===== src/rtl/mem_stage.sv =====
// Memory-access stage: holds one instruction, waits for a load's SRAM response,
// aligns/extends load data and hands {pc, rf_we, rf_waddr, rf_wdata} to WB.
//
// Ports:
//   clk, reset                        clock, synchronous active-high reset
//   es_to_ms_valid, es_to_ms_bus      instruction from EX (74 bits)
//   ms_allowin                        MS can accept from EX
//   data_sram_data_ok/rdata           load response (one pulse per load)
//   ws_allowin                        WB can accept this cycle
//   ms_to_ws_valid, ms_to_ws_bus      result to WB (70 bits)
//   ms_valid, ms_rf_waddr             occupancy/destination for decode
//   ms_fwd_valid, ms_fwd_data         forwarding result for decode
module mem_stage (
    input  logic        clk,
    input  logic        reset,
    input  logic        ws_allowin,
    output logic        ms_allowin,
    input  logic        es_to_ms_valid,
    input  logic [73:0] es_to_ms_bus,
    input  logic        data_sram_data_ok,
    input  logic [31:0] data_sram_rdata,
    output logic        ms_to_ws_valid,
    output logic [69:0] ms_to_ws_bus,
    output logic        ms_valid,
    output logic [4:0]  ms_rf_waddr,
    output logic        ms_fwd_valid,
    output logic [31:0] ms_fwd_data
);

    logic        r_ms_valid;
    logic [73:0] r_bus;
    logic        r_buf_valid;
    logic [31:0] r_buf;

    logic [31:0] w_pc;
    logic [2:0]  w_load_op;
    logic        w_mem_re;
    logic        w_rf_we;
    logic [4:0]  w_rf_waddr;
    logic [31:0] w_alu_result;

    logic        w_ready_go;
    logic        w_leave;
    logic [31:0] w_ld;
    logic [7:0]  w_byte;
    logic [15:0] w_half;
    logic [31:0] w_ld_aligned;
    logic [31:0] w_rf_wdata;

    assign {w_pc, w_load_op, w_mem_re, w_rf_we,
            w_rf_waddr, w_alu_result} = r_bus;

    assign w_ready_go = !w_mem_re || r_buf_valid || data_sram_data_ok;
    assign w_leave    = r_ms_valid && w_ready_go && ws_allowin;

    assign ms_allowin     = !r_ms_valid || (w_ready_go && ws_allowin);
    assign ms_to_ws_valid = r_ms_valid && w_ready_go;

    // A buffered response takes priority: the SRAM bus may have moved on.
    assign w_ld = r_buf_valid ? r_buf : data_sram_rdata;

    always_comb begin
        w_byte       = 8'h00;
        w_half       = 16'h0000;
        w_ld_aligned = w_ld;
        case (w_alu_result[1:0])
            2'd0:    w_byte = w_ld[7:0];
            2'd1:    w_byte = w_ld[15:8];
            2'd2:    w_byte = w_ld[23:16];
            default: w_byte = w_ld[31:24];
        endcase
        // Halfword loads are aligned upstream, so only a[1] matters.
        w_half = w_alu_result[1] ? w_ld[31:16] : w_ld[15:0];
        case (w_load_op)
            3'b001:  w_ld_aligned = {{24{w_byte[7]}}, w_byte};
            3'b010:  w_ld_aligned = {24'h000000, w_byte};
            3'b011:  w_ld_aligned = {{16{w_half[15]}}, w_half};
            3'b100:  w_ld_aligned = {16'h0000, w_half};
            default: w_ld_aligned = w_ld;
        endcase
    end

    assign w_rf_wdata = w_mem_re ? w_ld_aligned : w_alu_result;

    always_ff @(posedge clk) begin
        if (reset) begin
            r_ms_valid  <= 1'b0;
            r_bus       <= '0;
            r_buf_valid <= 1'b0;
            r_buf       <= '0;
        end else begin
            if (ms_allowin) begin
                r_ms_valid <= es_to_ms_valid;
            end
            if (ms_allowin && es_to_ms_valid) begin
                r_bus <= es_to_ms_bus;
            end
            // Leaving empties the buffer, so a load entering on the
            // same edge starts clean.
            if (w_leave) begin
                r_buf_valid <= 1'b0;
            end else if (data_sram_data_ok && r_ms_valid &&
                         w_mem_re && !r_buf_valid) begin
                r_buf_valid <= 1'b1;
                r_buf       <= data_sram_rdata;
            end
        end
    end

    assign ms_to_ws_bus = {w_pc, w_rf_we, w_rf_waddr, w_rf_wdata};
    assign ms_valid     = r_ms_valid;
    assign ms_rf_waddr  = w_rf_waddr;
    // A waiting load reports not-ready so decode stalls instead of forwarding.
    assign ms_fwd_valid = r_ms_valid && w_rf_we && w_ready_go;
    assign ms_fwd_data  = w_rf_wdata;

endmodule


===== config.mk =====
export PLATFORM = sky130hd
export DESIGN_NAME = mem_stage
export DESIGN_NICKNAME = d
export VERILOG_FILES = /design/src/rtl/mem_stage.sv
export SDC_FILE = /design/constraint.sdc
export NUM_CORES = 1
export LEC_CHECK = 0
export ABC_AREA = 0
export CAP_MARGIN = 20
export CORE_ASPECT_RATIO = 1.1
export CORE_MARGIN = 2
export CORE_UTILIZATION = 45
export CTS_CLUSTER_DIAMETER = 150
export DETAILED_ROUTE_END_ITERATION = 6
export GPL_TIMING_DRIVEN = 0
export PLACE_DENSITY = 0.82
export SYNTH_ARGS = -nofsm -noshare
export SYNTH_HDL_FRONTEND = slang
export SYNTH_SLANG_ARGS = --single-unit
export TNS_END_PERCENT = 5

===== constraint.sdc =====
create_clock -name clk -period 2.7 [get_ports clk]
set_input_delay 0.54 -clock clk [delete_from_list [all_inputs] [get_ports clk]]
set_output_delay 0.54 -clock clk [all_outputs]
set_load 0.02 [all_outputs]

==> metrics.yaml <==
status: "finished with violations"
violations: "negative setup slack"
worstSetupStartpoint: "data_sram_rdata[9]"
synthCells: 764
relSlewSlack_pct: 51.9
drive_gt1_share_pct: 28.5
ys_warn_count: 0
grt_max_degree: 18
top_usage_layer: "met2"
regToRegStartpoint: "r_buf_valid"
worst_slack_ps: -361
hpwl_mm: 15.4
vias: 6896
worstHoldPathType: "flop to flop"
rows: 44
grt_pass1_wl_mm: 33.7
holdBufCountCts: 0
core_area_mm2: 0.0132
synth_cell_types: 47
avgRoutedWirePerCell_um: 19.2
finish.utilization_pct: 70.9
synth_xor_area_share_pct: 0.289
critPathKind: "primary input to output port"
grt_remaining_overflow: 0
min_from: "r_buf[1]"
drtIter0Drc: 792
path_cells: "clkdlybuf4s50_1 > mux4_2 > and4_1 > a21oi_1 > o211ai_1 > buf_4 > dlygate4sd2_1"
clk_latency_ps: 370
worstPathMaxFanout: 3
syn_area_mm2: 0.00606
die_w_um: 115
cpLargestDelayFamily: "buffers and inverters"
top_level_ports: 222
setup_viol: 60
cts_buffers: 9
dp.cells: 1145
muxShareOfSynthArea_pct: 9.54
antenna_cells: 0
tritoncts: "done"
antenna_found_initial: 0
path_buf_inv: 3
startpoint_type: "primary input"
initial_utilization_pct: 46.0
use_met3_pct: 9.43
port_buffers: 220
maxCapViolations: 0
synthFlopType: "dfxtp_1"
dr.pass1.iters: 6
postLayoutCellArea_mm2: 0.00933
grtUsageMet1_pct: 35.2
die_area_mm2: 0.0144
synth_seq_cells: 108
r2r_slack_ps: 540
final_cell_count_no_fill: 1180
avgSynthCellArea_um2: 7.93
final_cell_mix: "clkdlybuf4s50_1 (145), a21oi_1 (110), dfxtp_1 (104)"
cp-end-kind: "output port"
synth_seq_area_share_pct: 35.7
fmax_mhz: 327
max_slew.worst_pin.slew_ps: 716
finalPower_uw: 4360
cp_slowest_stage_delay_ps: 490
synth_top_family_by_area: "compound AO/OA/AOI/OAI gates"
syn_to_final_growth_pct: 54.0
die_y_um: 126
clk_path_buf_depth: 2
pwr_density_cell_mw_per_mm2: 468
viasPerCell: 5.84
synth_compound_area_share_pct: 22.4
slew_viol_final: 0
route.detailed.drc: 0
fin_crit_sh_pct: 113
syn-num-nets: 875
p_leak_uw: 0.00353
grt_use_met2_pct: 48.6
fin_worst_skew_ps: 5.81
drt_wl_total_mm: 22.7
root_buffer: "clkbuf_16"
placed_cell_area_mm2: 0.00846
crit_slowest_cell: "clkdlybuf4s50_1"
crit_arrival_ps: 2520
fin_nets: 1125
synthArstFlopShare_pct: 0
fin_crit_ps: 3060
gp_congestion: 0.960
path_clk_slew_ps: 70
ir_drop_mv: 0.287
hold_viol_final: 0
htreeDepth: 3
fin_tns_setup_ps: -11580
grt_pass1_vias: 6553
synth_edf_count: 0
rsz0062_at_grt: "yes"
synthAdderAreaFrac_pct: 0
final_common_cell: "clkdlybuf4s50_1"
clkSinkCount: 108
crit_required_ps: 2160
grtUsageTotal_pct: 29.7
detail-route-antenna-nets: 0
synth-simple-area-share_pct: 16.9
-- cell type report --
type | instances | area (um2)
Timing Repair Buffer | 240 | 2240
Clock buffer | 11 | 243
Inverter | 5 | 22.5
Buffer | 145 | 1010
Tap cell | 161 | 201
Clock inverter | 5 | 36.3
Multi-Input combinational cell | 505 | 3410
Sequential cell | 108 | 2170
Fill cell | 1008 | 3830
-- cells by family after synthesis --
group / count (synthesis)
mux: 43
buf+inv: 151
compound gates: 240
flops: 108
simple gates: 220
xor+xnor: 2
-- per-layer routing --
| metal | up-vias | part of all wire, % |
|---|---|---|
| met5 | - | 0 |
| met4 | 0 | 5.7 |
| met3 | 115 | 12 |
| met2 | 474 | 47 |
| met1 | 3168 | 36 |
| li1 | 3139 | - |
-- through the flow --
stage / setup slack, ps / hold slack, ps
finish: -361 / 456
global route: -358 / 478
CTS: -410 / 457
detailed placement: -995 / 447
global placement: -985 / 437
floorplan: 83.9 / 433
-- repair_timing --
item | in CTS | in global routing
pin swaps | 16 | 15
setup buffers | 12 | 7
setup endpoints to repair | 67 | 64
cloned | 1 | 0
resized for setup | 309 | 86
-- synth_stat cells (2+ instances only) --
| cell type | n | area share (%) |
|---|---|---|
| a22oi_1 | 7 | 0.87 |
| mux4_2 | 8 | 3.0 |
| nand3b_1 | 2 | 0.25 |
| buf_2 | 14 | 1.2 |
| nand2b_1 | 2 | 0.21 |
| xor2_1 | 2 | 0.29 |
| clkbuf_1 | 46 | 2.9 |
| nand4_1 | 5 | 0.52 |
| o21ai_0 | 76 | 6.3 |
| mux2_2 | 25 | 4.6 |
| a211oi_1 | 2 | 0.25 |
| buf_1 | 3 | 0.19 |
| inv_1 | 5 | 0.31 |
| buf_6 | 7 | 1.3 |
| a41oi_1 | 4 | 0.58 |
| a221oi_1 | 4 | 0.58 |
| nor2b_1 | 8 | 0.83 |
| nor2_1 | 20 | 1.2 |
| or3b_2 | 2 | 0.29 |
| nand3_1 | 81 | 6.7 |
| a31oi_1 | 17 | 1.8 |
| nor3b_1 | 2 | 0.25 |
| o221ai_1 | 6 | 0.87 |
| dfxtp_1 | 108 | 36 |
| mux2i_1 | 9 | 1.5 |
| and4_1 | 2 | 0.29 |
| and3_1 | 2 | 0.21 |
| buf_4 | 76 | 9.4 |
| nand2_1 | 88 | 5.5 |
| and2_1 | 2 | 0.21 |
| a21oi_1 | 113 | 9.3 |
-- worst reg2reg max path: stages, from the launching register on --
cell	delay [ps]
dfxtp_2	340
buf_6	150
buf_6	160
nor3_1	610
clkbuf_1	520
nand2_1	130
a21oi_1	180
-- path summary, 6_finish.rpt --
path,to,cells past startpoint
hold reg to reg,r_buf[1],2
setup / recovery,ms_to_ws_bus[1],7
hold / removal,r_buf[1],2
setup reg to reg,r_buf[17],6
-- sequential cells by signal, indices dropped and copies added (netlist names) --
| register | flops |
|---|---|
| ms_valid | 1 |
| r_buf | 32 |
| r_bus | 74 |
| r_buf_valid | 1 |
-- power breakdown --
| part | total, uW | switching, uW | internal [uW] |
|---|---|---|---|
| Combinational | 1370 | 707 | 662 |
| Clock | 1290 | 634 | 654 |
| Sequential | 1710 | 44.2 | 1660 |
| Total | 4360 | 1390 | 2980 |
Power figures use the tool's default switching activity.
